==> src/rtl/instr_encoder_if.sv <==
// Field-set input, instruction-word output and error/status bundle for instr_encoder.
// master = injection/fetch side, slave = encoder.
interface instr_encoder_if #(
    parameter int unsigned DEPTH = 4
);
    localparam int unsigned CW = $clog2(DEPTH) + 1;

    logic          in_valid;
    logic          in_ready;
    logic [3:0]    in_class;
    logic [2:0]    in_op;
    logic          in_sub;
    logic [4:0]    in_rd;
    logic [4:0]    in_rs1;
    logic [4:0]    in_rs2;
    logic [31:0]   in_imm;
    logic          out_valid;
    logic          out_ready;
    logic [31:0]   out_instr;
    logic [CW-1:0] count;
    logic          err;
    logic          err_clr;

    modport master (
        output in_valid, in_class, in_op, in_sub, in_rd, in_rs1, in_rs2, in_imm,
        output out_ready, err_clr,
        input  in_ready, out_valid, out_instr, count, err
    );

    modport slave (
        input  in_valid, in_class, in_op, in_sub, in_rd, in_rs1, in_rs2, in_imm,
        input  out_ready, err_clr,
        output in_ready, out_valid, out_instr, count, err
    );
endinterface

==> src/rtl/instr_encoder.sv <==
// RV32I instruction encoder feeding a DEPTH-entry FIFO toward the fetch path.
// Optional ENC_RANGE_CHECK_EN: drop and flag entries whose immediate does not fit its format.
module instr_encoder #(
    parameter int unsigned DEPTH = 4
) (
    input logic            clk,
    input logic            reset,
    instr_encoder_if.slave bus
);
    localparam int unsigned AW = $clog2(DEPTH);
    localparam int unsigned CW = AW + 1;

    localparam logic [3:0] ClsOp    = 4'd0;
    localparam logic [3:0] ClsOpImm = 4'd1;
    localparam logic [3:0] ClsLoad  = 4'd2;
    localparam logic [3:0] ClsStore = 4'd3;
    localparam logic [3:0] ClsBr    = 4'd4;
    localparam logic [3:0] ClsLui   = 4'd5;
    localparam logic [3:0] ClsAuipc = 4'd6;
    localparam logic [3:0] ClsJal   = 4'd7;
    localparam logic [3:0] ClsJalr  = 4'd8;

    logic [31:0]   mem_q [DEPTH];
    logic [AW-1:0] wr_ptr_q, wr_ptr_d;
    logic [AW-1:0] rd_ptr_q, rd_ptr_d;
    logic [CW-1:0] count_q, count_d;
    logic [31:0]   out_instr_q, out_instr_d;
    logic          err_q, err_d;

    logic [31:0] word;
    logic        legal;
    logic        range_ok;
    logic        is_shift;
    logic        accept, push, pop;

    logic [31:0] imm;
    assign imm      = bus.in_imm;
    assign is_shift = (bus.in_op == 3'b001) || (bus.in_op == 3'b101);

    always_comb begin
        word  = 32'h0;
        legal = 1'b1;
        case (bus.in_class)
            ClsOp: word = {1'b0, bus.in_sub & ((bus.in_op == 3'b000) || (bus.in_op == 3'b101)),
                           5'b0, bus.in_rs2, bus.in_rs1, bus.in_op, bus.in_rd, 7'b0110011};
            ClsOpImm: begin
                if (is_shift) begin
                    word = {1'b0, bus.in_sub & (bus.in_op == 3'b101), 5'b0, imm[4:0],
                            bus.in_rs1, bus.in_op, bus.in_rd, 7'b0010011};
                end else begin
                    word = {imm[11:0], bus.in_rs1, bus.in_op, bus.in_rd, 7'b0010011};
                end
            end
            ClsLoad:  word = {imm[11:0], bus.in_rs1, bus.in_op, bus.in_rd, 7'b0000011};
            ClsStore: word = {imm[11:5], bus.in_rs2, bus.in_rs1, bus.in_op, imm[4:0], 7'b0100011};
            ClsBr:    word = {imm[12], imm[10:5], bus.in_rs2, bus.in_rs1, bus.in_op, imm[4:1],
                              imm[11], 7'b1100011};
            ClsLui:   word = {imm[31:12], bus.in_rd, 7'b0110111};
            ClsAuipc: word = {imm[31:12], bus.in_rd, 7'b0010111};
            ClsJal:   word = {imm[20], imm[10:1], imm[11], imm[19:12], bus.in_rd, 7'b1101111};
            ClsJalr:  word = {imm[11:0], bus.in_rs1, 3'b000, bus.in_rd, 7'b1100111};
            default:  legal = 1'b0;
        endcase
    end

`ifdef ENC_RANGE_CHECK_EN
    // Sign-extension checks: the bits above the field's sign bit must all equal it.
    always_comb begin
        range_ok = 1'b1;
        case (bus.in_class)
            ClsOpImm: range_ok = is_shift ? (imm[31:5] == 27'h0)
                                          : (&imm[31:11] || ~|imm[31:11]);
            ClsLoad, ClsStore, ClsJalr: range_ok = &imm[31:11] || ~|imm[31:11];
            ClsBr:    range_ok = (&imm[31:12] || ~|imm[31:12]) && !imm[0];
            ClsJal:   range_ok = (&imm[31:20] || ~|imm[31:20]) && !imm[0];
            ClsLui, ClsAuipc: range_ok = (imm[11:0] == 12'h0);
            default:  range_ok = 1'b1;
        endcase
    end
`else
    assign range_ok = 1'b1;
`endif

    assign bus.in_ready  = (count_q != CW'(DEPTH));
    assign bus.out_valid = (count_q != '0);
    assign bus.out_instr = out_instr_q;
    assign bus.count     = count_q;
    assign bus.err       = err_q;

    assign accept = bus.in_valid && bus.in_ready;
    assign push   = accept && legal && range_ok;
    assign pop    = bus.out_valid && bus.out_ready;

    always_comb begin
        wr_ptr_d    = push ? wr_ptr_q + 1'b1 : wr_ptr_q;
        rd_ptr_d    = pop ? rd_ptr_q + 1'b1 : rd_ptr_q;
        count_d     = count_q + CW'(push) - CW'(pop);
        out_instr_d = out_instr_q;
        // The new head may be the word being written this very cycle.
        if (count_d != '0) begin
            out_instr_d = (push && (wr_ptr_q == rd_ptr_d)) ? word : mem_q[rd_ptr_d];
        end
        err_d = err_q;
        if (accept && !(legal && range_ok)) begin
            err_d = 1'b1;
        end else if (bus.err_clr) begin
            err_d = 1'b0;
        end
    end

    always_ff @(posedge clk or posedge reset) begin
        if (reset) begin
            for (int i = 0; i < DEPTH; i++) mem_q[i] <= 32'h0;
            wr_ptr_q    <= '0;
            rd_ptr_q    <= '0;
            count_q     <= '0;
            out_instr_q <= 32'h0;
            err_q       <= 1'b0;
        end else begin
            if (push) mem_q[wr_ptr_q] <= word;
            wr_ptr_q    <= wr_ptr_d;
            rd_ptr_q    <= rd_ptr_d;
            count_q     <= count_d;
            out_instr_q <= out_instr_d;
            err_q       <= err_d;
        end
    end
endmodule

==> src/flat_wrapper.sv <==
// flat-port wrapper written by rule: the top's interface ports become plain ports
module instr_encoder_flat 
#(
    parameter int unsigned DEPTH = 4
)
  (clk, reset, bus_in_valid, bus_in_class, bus_in_op, bus_in_sub, bus_in_rd, bus_in_rs1, bus_in_rs2, bus_in_imm, bus_out_ready, bus_err_clr, bus_in_ready, bus_out_valid, bus_out_instr, bus_count, bus_err);
  instr_encoder_if #(.DEPTH(DEPTH)) bus_i ();
  input logic clk;
  input logic reset;
  input wire logic [$bits(bus_i.in_valid)-1:0] bus_in_valid;
  input wire logic [$bits(bus_i.in_class)-1:0] bus_in_class;
  input wire logic [$bits(bus_i.in_op)-1:0] bus_in_op;
  input wire logic [$bits(bus_i.in_sub)-1:0] bus_in_sub;
  input wire logic [$bits(bus_i.in_rd)-1:0] bus_in_rd;
  input wire logic [$bits(bus_i.in_rs1)-1:0] bus_in_rs1;
  input wire logic [$bits(bus_i.in_rs2)-1:0] bus_in_rs2;
  input wire logic [$bits(bus_i.in_imm)-1:0] bus_in_imm;
  input wire logic [$bits(bus_i.out_ready)-1:0] bus_out_ready;
  input wire logic [$bits(bus_i.err_clr)-1:0] bus_err_clr;
  output wire logic [$bits(bus_i.in_ready)-1:0] bus_in_ready;
  output wire logic [$bits(bus_i.out_valid)-1:0] bus_out_valid;
  output wire logic [$bits(bus_i.out_instr)-1:0] bus_out_instr;
  output wire logic [$bits(bus_i.count)-1:0] bus_count;
  output wire logic [$bits(bus_i.err)-1:0] bus_err;
  assign bus_i.in_valid = bus_in_valid;
  assign bus_i.in_class = bus_in_class;
  assign bus_i.in_op = bus_in_op;
  assign bus_i.in_sub = bus_in_sub;
  assign bus_i.in_rd = bus_in_rd;
  assign bus_i.in_rs1 = bus_in_rs1;
  assign bus_i.in_rs2 = bus_in_rs2;
  assign bus_i.in_imm = bus_in_imm;
  assign bus_i.out_ready = bus_out_ready;
  assign bus_i.err_clr = bus_err_clr;
  assign bus_in_ready = bus_i.in_ready;
  assign bus_out_valid = bus_i.out_valid;
  assign bus_out_instr = bus_i.out_instr;
  assign bus_count = bus_i.count;
  assign bus_err = bus_i.err;
  instr_encoder #(.DEPTH(DEPTH)) u_core (.clk(clk), .reset(reset), .bus(bus_i));
endmodule
==> config.mk <==
export PLATFORM = sky130hd
export DESIGN_NAME = instr_encoder_flat
export DESIGN_NICKNAME = d
export VERILOG_FILES = /design/src/rtl/instr_encoder_if.sv /design/src/rtl/instr_encoder.sv /design/src/flat_wrapper.sv
export SDC_FILE = /design/constraint.sdc
export NUM_CORES = 1
export LEC_CHECK = 0
export CAP_MARGIN = 0
export CELL_PAD_IN_SITES_DETAIL_PLACEMENT = 2
export CELL_PAD_IN_SITES_GLOBAL_PLACEMENT = 2
export CORE_MARGIN = 3
export CORE_UTILIZATION = 38
export CTS_CLUSTER_SIZE = 10
export DETAILED_ROUTE_END_ITERATION = 8
export GPL_TIMING_DRIVEN = 0
export PLACE_DENSITY = 0.91
export REMOVE_ABC_BUFFERS = 1
export SLEW_MARGIN = 10
export SYNTH_ARGS = -nofsm -noshare
export SYNTH_HDL_FRONTEND = slang
export SYNTH_SLANG_ARGS = --single-unit
==> constraint.sdc <==
create_clock -name clk -period 11.3 [get_ports clk]
set_input_delay 3.39 -clock clk [delete_from_list [all_inputs] [get_ports clk]]
set_output_delay 3.39 -clock clk [all_outputs]
set_load 0.05 [all_outputs]
==> flow_summary.ini, run 1 <==
[sta]
post-route-period-util = 0.718
fmax_mhz = 123
final-hold-violation-count = 0
worstMarginPinSlew_ps = 1120
tns_ps = 0
finalSetupViolCount = 0
slew_viol_final = 0
rsz0062_at_grt = false
relSlewSlack = 0.249
min_period_ps = 8110
setup_ws_ps = 3190
clock_skew_ps = 8.18

[placement]
io_buffers = 97
place_ws_ps = 2670
gp_congestion = 0.749
dp.cells = 1112
place_area_sq_um = 9090
hpwl_mm = 18.2

[routing]
wl_met2_mm = 15.3
finalWirelength_mm = 29.4
met3_length_mm = 1.23
viasPerCell = 6.08
drc = 0
dr_total_vias = 6956
wire_per_inst_um = 25.7
met1_length_mm = 12.2
drt_iter0_drc = 488
firstDrtPassIters = 5
highest-signal-layer = met4
ant_nets = 0

[power_and_ir_drop]
power_uw = 3140
power_per_cell_area_nw_per_um2 = 323
power.leakage_uw = 0.00409
irDropWorstVdd_mv = 0.102

[setup_path]
cp.arrival_ps = 8430
required_ps = 11620
slowest_delay_ps = 1210
critPathSlowestCell = clkdlybuf4s50_1
crit_chain = clkdlybuf4s50_1, o31ai_1, and3_1, ha_1, fa_1, xnor2_1, or3_1, nand2_2, a221oi_1, nor3_1
cp_max_fo = 30
cp-end-kind = flip-flop
r2r_start = u_core.bus.count[2]
worstSetupPathType = in -> reg
reg2reg_slack_ps = 6090
cpLargestDelayFamily = simple AND/OR/NAND/NOR gates
reg2regPathDepth = 11
cp.buffers_inverters = 1
r2r-end = u_core.bus.out_instr[15]
start_kind = input pin

[outcome]
status = finished, final reports clean

[clocking]
htreeDepth = 4
numCtsBuffers = 17
path_clk_slew_ps = 60
ctsHoldBuffers = 0
clock_latency_ps = 440
post-cts-setup-buffers = 0
cts_root_buffer = clkbuf_16
cts_num_sinks = 163
cts.path.max_buffers = 2
cts_resized = 0
cts_tree = built

[cells_and_area]
register_area_sq_um = 4080
final_cell_area_sq_um = 9730
final_cells = 1144
multi_input_area_sq_um = 3510
num_antenna_cells = 0
nets = 929
area_growth_pct = 22.1
drive_gt1_frac = 0.114
nFillCells = 2095

[min_path]
hold_path_class = reg -> reg
holdPathStages = 2
worstHoldEndpoint = u_core.mem_q[10]
min-delay-start = u_core.mem_q[10]

[die]
die_area_sq_um = 22800
die_w_um = 151
initial_core_util = 0.390
num_rows = 52
core_area_sq_um = 20400
die_h_um = 151
boundaryPins = 98

[run]
cap_violations = 0

[yosys]
syn_area_sq_um = 7970
synth.avg_cell_area_sq_um = 9.93
synth_warnings = 0
ys_types = 59
ys_ff_latch = 163
synth_seq_area_share = 0.512
postSynthCellCount = 803
synth_edf_count = 0
async_flop_share = 1.00
synthFlopType = dfrtp_1

[global_routing]
antenna_found_initial = 0
grt_max_degree = 94
grt.overflow.total = 0
grtUsageTotal = 0.266
grt_pass1_vias = 7786
grt_pass1_wl_mm = 45.8
-- worst max-delay path by stage --
stage / from / end / slack, ps / cells after the start
global placement: reset / u_core.bus.out_instr[14] / 1160 / 2
floorplan: reset / u_core.bus.count[0] / 3510 / 1
CTS: bus_in_class[1] / u_core.bus.out_instr[17] / 3130 / 8
detailed placement: bus_in_class[1] / u_core.bus.out_instr[17] / 2670 / 8
finish: bus_in_class[1] / u_core.bus.out_instr[15] / 3190 / 10
global route: bus_in_class[1] / u_core.bus.out_instr[15] / 2850 / 10
-- per-stage QoR --
step           hold WS [ps]  utilization
2_1_floorplan           428            -
3_3_place_gp            449        0.438
3_5_place_dp            463        0.445
4_1_cts                 484        0.476
5_1_grt                 521        0.476
6_report                487        0.476
-- kinds of logic after synthesis --
kind of cell	after synthesis	synth area share
muxes	46	0.0637
DFF	163	0.512
xor gates and xnor gates	10	0.0151
and+or+nand+nor	213	0.118
buffers and inverters	78	0.0494
AOI/OAI and AO/OA	286	0.230
adders and majority gates	7	0.0119
-- cell usage in the layout, fill, tap and decap left out, types with 17 or more instances in the layout --
master	n
o221ai_1	24
a21oi_1	26
clkbuf_16	17
nand2_1	146
dfrtp_1	161
o21ai_0	127
a222oi_1	17
clkdlybuf4s50_1	97
nor2_1	18
o22ai_1	19
mux2_2	38
-- where the power goes --
part,leakage (uW),internal (uW),switching [uW]
clock network,0.000298,374,250
registers,0.00209,845,219
logic,0.00171,525,926
-- registers in the layout, summed over array words and instances (netlist names) --
name	cells
u_core.mem_q	124
u_core.bus.out_instr	31
u_core.bus.count	3
u_core.rd_ptr_q	2
u_core.wr_ptr_q	2
u_core.bus.err	1
-- tightest hold or removal path: stages (launching register included) --
cell and delay, ps:
dfrtp_1 340, nand2_1 50, o21ai_0 60
-- cell usage after synthesis (all sizes together), types with 2 or more instances --
cell type	n	area share
and3	2	0.0022
nor2	20	0.012
a211oi	6	0.0057
nand2b	9	0.0071
mux2i	8	0.010
a22o	2	0.0022
a222oi	17	0.021
buf	44	0.033
a32oi	2	0.0022
o22ai	20	0.016
o21ai	142	0.089
o32a	3	0.0038
nor2b	5	0.0039
nand3	4	0.0031
o211ai	5	0.0047
a22oi	13	0.012
or3	4	0.0038
a21oi	26	0.016
xor2	2	0.0022
o221ai	24	0.026
inv	14	0.0069
ha	6	0.0094
o31ai	2	0.0036
nand3b	3	0.0028
nor3	8	0.0064
o2111ai	3	0.0033
dfrtp	163	0.51
xnor2	7	0.010
a221oi	14	0.015
nand2	155	0.075
clkbuf	20	0.0094
mux2	38	0.054
-- layer usage --
metal / global-route usage / vias up
met5: 0 / -
met3: 0.0443 / 47
met1: 0.336 / 3665
li1: - / 3045
met2: 0.465 / 199
met4: 0.0902 / 0
-- final cells by class --
class,instances,area share
well taps,270,0.0347
flip-flops and latches,163,0.419
inverters,14,0.00643
clock inverters,13,0.0189
multi-input cells,562,0.361
clock buffers,18,0.0451
repair buffers,104,0.114
Power figures use the tool's default switching activity.
==> run 2, diff against run 1 <==
Settings changed: CORE_UTILIZATION 38 to 32, PLACE_DENSITY 0.91 to 0.82.
Clock period 11.3 ns to 6.7 ns, I/O delays scaled along.
==> flow_summary.ini, run 2 (synthesis gave the netlist of run 1 again) <==
[placement]
gp_congestion = 0.769
io_buffers = 97
hpwl_mm = 17.9
place_area_sq_um = 9200

[clocking]
cts_tree = built
clock_latency_ps = 430
htreeDepth = 4
numCtsBuffers = 17
path_clk_slew_ps = 60
cts_root_buffer = clkbuf_16
cts.path.max_buffers = 2
cts_num_sinks = 163
post-cts-setup-buffers = 0

[sta]
post-route-period-util = 0.957
clock_skew_ps = 9.14
rsz0062_at_grt = false
finalSetupViolCount = 0
slew_viol_final = 0
relSlewSlack = 0.266
min_period_ps = 6410
final-hold-violation-count = 0
fmax_mhz = 156
worstMarginPinSlew_ps = 1100

[cells_and_area]
layout_common_cells = 161 x dfrtp_1, 146 x nand2_1, 127 x o21ai_0
nFillCells = 2654
nets = 930
drive_gt1_frac = 0.114
final_core_util = 0.400
final_cell_area_sq_um = 9760
num_antenna_cells = 0
final_common_cell = dfrtp_1
area_growth_pct = 22.4
largest_register_ff_count = 124
regMostFlops = u_core.mem_q

[die]
num_rows = 57
boundaryPins = 98
die_h_um = 164
core_area_sq_um = 24400
die_area_sq_um = 26800
die_w_um = 164
initial_core_util = 0.327

[power_and_ir_drop]
irDropWorstVdd_mv = 0.224
power.leakage_uw = 0.00408
power_per_cell_area_nw_per_um2 = 522

[routing]
wl_met2_mm = 13.5
drt_iter0_drc = 471
wire_per_inst_um = 22.3
ant_nets = 0
met1_length_mm = 12.2
met3_length_um = 867
finalWirelength_mm = 26.8
dr_total_vias = 6739
highest-signal-layer = met4
viasPerCell = 5.62
firstDrtPassIters = 5
drc = 0

[setup_path]
slowest_delay_ps = 910
cp-end-kind = flip-flop
worstSetupPathType = in -> reg
required_ps = 7050
crit_chain = clkdlybuf4s50_1, o31ai_1, and3_1, ha_1, fa_1, or3_2, nand2_2, o22ai_1, a21oi_1
critPathSlowestCell = clkdlybuf4s50_1
start_kind = input pin
cp.arrival_ps = 6770
cp_max_fo = 23

[min_path]
hold_path_class = reg -> reg

[global_routing]
grt.overflow.total = 0
grt_pass1_vias = 7423
antenna_found_initial = 0
grt_max_degree = 91
grt_pass1_wl_mm = 42.6
grtUsageTotal = 0.205

[run]
cap_violations = 0

[outcome]
status = finished, final reports clean
==> run 2: changes by cell type in the layout (fill, tap and decap cells not counted), sizes merged <==
cell and change:
buf +1, bufinv -3, clkbuf +2, clkdlybuf4s50 -2
clkinv +1, clkinvlp +1, dlymetal6s2s +2
==> run 2: repair_timing <==
item                                    CTS  global route
resized for setup                         0             3
hold buffers                              0             0
endpoints found under the setup margin    0            22
==> run 2: through the flow <==
step | instances | setup TNS, ps | hold slack (ps) | total power (uW) | setup slack [ps]
global route | 1200 | 0 | 510 | 5430 | 94.1
floorplan | 739 | 0 | 428 | 3230 | 285
global placement | 1160 | -366530 | 449 | 3940 | -2230
finish | 1200 | 0 | 473 | 5100 | 286
detailed placement | 1168 | -4930 | 456 | 4160 | -346
CTS | 1200 | 0 | 478 | 5130 | 94.9
==> run 2: cell type report <==
class / count / area, sq um / area share
Clock buffer: 20 / 437 / 0.0447
Clock inverter: 12 / 110 / 0.0113
Inverter: 14 / 62.6 / 0.00641
Multi-Input combinational cell: 562 / 3520 / 0.360
Sequential cell: 163 / 4080 / 0.418
Tap cell: 324 / 405 / 0.0415
Timing Repair Buffer: 105 / 1150 / 0.117
==> run 2: critical path, delay by kind of cell <==
kind	cells	cell delay, ps
adder cells (fa/ha/maj)	2	760
AND/OR/NAND/NOR	3	1910
AO/OA/AOI/OAI	3	1160
buffers and inverters	1	910
==> run 2: final timing paths <==
check | start | endpoint | slack (ps) | cells after the start
worst max-delay path | bus_in_class[0] | u_core.bus.out_instr[14] | 290 | 9
worst min-delay path | u_core.mem_q[65] | u_core.mem_q[65] | 470 | 1
worst max register to register | u_core.bus.count[2] | u_core.bus.out_instr[15] | 1930 | 11
worst min register to register | u_core.mem_q[65] | u_core.mem_q[65] | 470 | 1
max in group asynchronous | reset | u_core.rd_ptr_q[0] | 3790 | 3
min in group asynchronous | reset | u_core.mem_q[54] | 2030 | 2
==> run 2: power by group <==
part	switching [uW]	total, uW	internal [uW]
sequential	332	1760	1420
clock	425	937	512
combinational	1490	2400	908
==> run 2: layer usage <==
layer,GRT usage,up-vias
met4,0.0477,0
met5,0,-
met2,0.356,128
li1,-,3049
met1,0.272,3541
met3,0.0288,21
==> run 3, diff against run 2 <==
Settings changed: GPL_TIMING_DRIVEN 0 to default.
==> flow_summary.ini, run 3 (synthesis gave the netlist of run 1 again) <==
[routing]
drt_iter0_drc = 513
firstDrtPassIters = 8
viasPerCell = 5.66
ant_nets = 0
drc = 0
dr_total_vias = 6816
finalWirelength_mm = 28.7
wire_per_inst_um = 23.9

[clocking]
clock_latency_ps = 430
path_clk_slew_ps = 70
post-cts-setup-buffers = 0
ctsHoldBuffers = 0
cts_tree = built
numCtsBuffers = 17
cts_num_sinks = 163
htreeDepth = 4
cts_root_buffer = clkbuf_16
cts.path.max_buffers = 2
cts_resized = 0

[die]
die_h_um = 164
initial_core_util = 0.327
core_area_sq_um = 24400
num_rows = 57
boundaryPins = 98
die_area_sq_um = 26800
die_w_um = 164

[sta]
fmax_mhz = 170
worstMarginPinSlew_ps = 1160
post-route-period-util = 0.879
slew_viol_final = 0
min_period_ps = 5890
tns_ps = 0
relSlewSlack = 0.223
finalSetupViolCount = 0
final-hold-violation-count = 0
clock_skew_ps = 12.6
rsz0062_at_grt = false

[global_routing]
grt_pass1_wl_mm = 45.0
antenna_found_initial = 0
grt_pass1_vias = 7659
grt_max_degree = 89
met1_usage = 0.285
grtUsageTotal = 0.220
grt.overflow.total = 0
grt_use_met3 = 0.0358
busiest_layer = met2
met2_usage = 0.378

[power_and_ir_drop]
power_uw = 5100
power.leakage_uw = 0.00405
power_per_cell_area_nw_per_um2 = 527
p_switching_uw = 2270
pwr-share-clk = 0.185
power_frac_seq = 0.341
swShare = 0.446
irDropWorstVdd_mv = 0.178
internal_power_uw = 2830
combPwrFrac = 0.474

[setup_path]
reg2regPathDepth = 8
startpoint = bus_in_class[2]
reg2reg_slack_ps = 2570
r2r-end = u_core.bus.out_instr[5]
cp.arrival_ps = 6210
r2r_start = u_core.bus.count[2]
cp-end-kind = flip-flop
worstSetupPathType = in -> reg
crit_end = u_core.bus.out_instr[5]
start_kind = input pin
cp_max_fo = 20
required_ps = 7020

[cells_and_area]
area_growth_pct = 21.4
largest_register_ff_count = 124
regMostFlops = u_core.mem_q
nets = 934
num_antenna_cells = 0
drive_gt1_frac = 0.116
nFillCells = 2639
final_common_cell = dfrtp_1
layout_common_cells = 162 x dfrtp_1, 146 x nand2_1, 127 x o21ai_0

[placement]
gp_congestion = 0.802
hpwl_mm = 19.1
io_buffers = 97

[outcome]
status = finished, final reports clean

[min_path]
hold_path_class = reg -> reg

[run]
cap_violations = 0
## run 3: cell count changes in the layout (fill, tap and decap cells not counted), sizes merged
cell	before	now
buf	8	12
clkbuf	20	23
clkdlybuf4s50	95	97
clkinv	6	7
clkinvlp	4	1
dlymetal6s2s	2	0
inv	15	14
## run 3: worst min path at each step
stage	cells after the start	end	from	slack, ps
final	1	u_core.mem_q[65]	u_core.mem_q[65]	470
after detailed placement	1	u_core.mem_q[65]	u_core.mem_q[65]	450
after CTS	1	u_core.mem_q[65]	u_core.mem_q[65]	470
after floorplan	1	u_core.mem_q[65]	u_core.mem_q[65]	430
after global placement	1	u_core.mem_q[1]	u_core.mem_q[1]	450
after global routing	1	u_core.mem_q[97]	u_core.mem_q[97]	490
## run 3: worst max-delay path, cell delays in order
cell and delay, ps:
clkdlybuf4s50_1 630, o31ai_1 490, and3_1 530, ha_1 250, fa_1 500, nor3_4 930
nor2_1 450, a221oi_1 410
## run 3: metal layers
| metal | share of wire | vias up | wire length [um] |
|---|---|---|---|
| met2 | 0.50 | 193 | 14300 |
| met3 | 0.045 | 38 | 1310 |
| met4 | 0.022 | 0 | 619 |
| met5 | 0 | - | 0 |
| met1 | 0.44 | 3518 | 12500 |
| li1 | - | 3067 | - |
## run 3: power groups by stage
stage	clock, uW	sequential (uW)	combinational (uW)
floorplan	0	1990	1240
global placement	0	1710	2250
detailed placement	0	1750	2380
CTS	965	1740	2420
global route	1010	1790	2640
finish	943	1740	2420
## run 3: cell type report
type / instances / area, sq um / share of cell area
Clock buffer: 23 / 478 / 0.0494
Clock inverter: 9 / 80.1 / 0.00827
Inverter: 14 / 60.1 / 0.00620
Multi-Input combinational cell: 562 / 3510 / 0.363
Sequential cell: 163 / 4080 / 0.422
Tap cell: 324 / 405 / 0.0419
Timing Repair Buffer: 109 / 1060 / 0.110
## run 3: metrics by stage
stage / worst slack (ps) / instances / util / hold WS, ps / cell area, sq um
after floorplan: 285 / 739 / - / 428 / 7630
after global placement: 423 / 1172 / 0.374 / 446 / 9120
after detailed placement: 348 / 1172 / 0.374 / 451 / 9120
after CTS: 743 / 1204 / 0.397 / 469 / 9680
after global routing: 477 / 1204 / 0.397 / 494 / 9680
final: 810 / 1204 / 0.397 / 468 / 9680
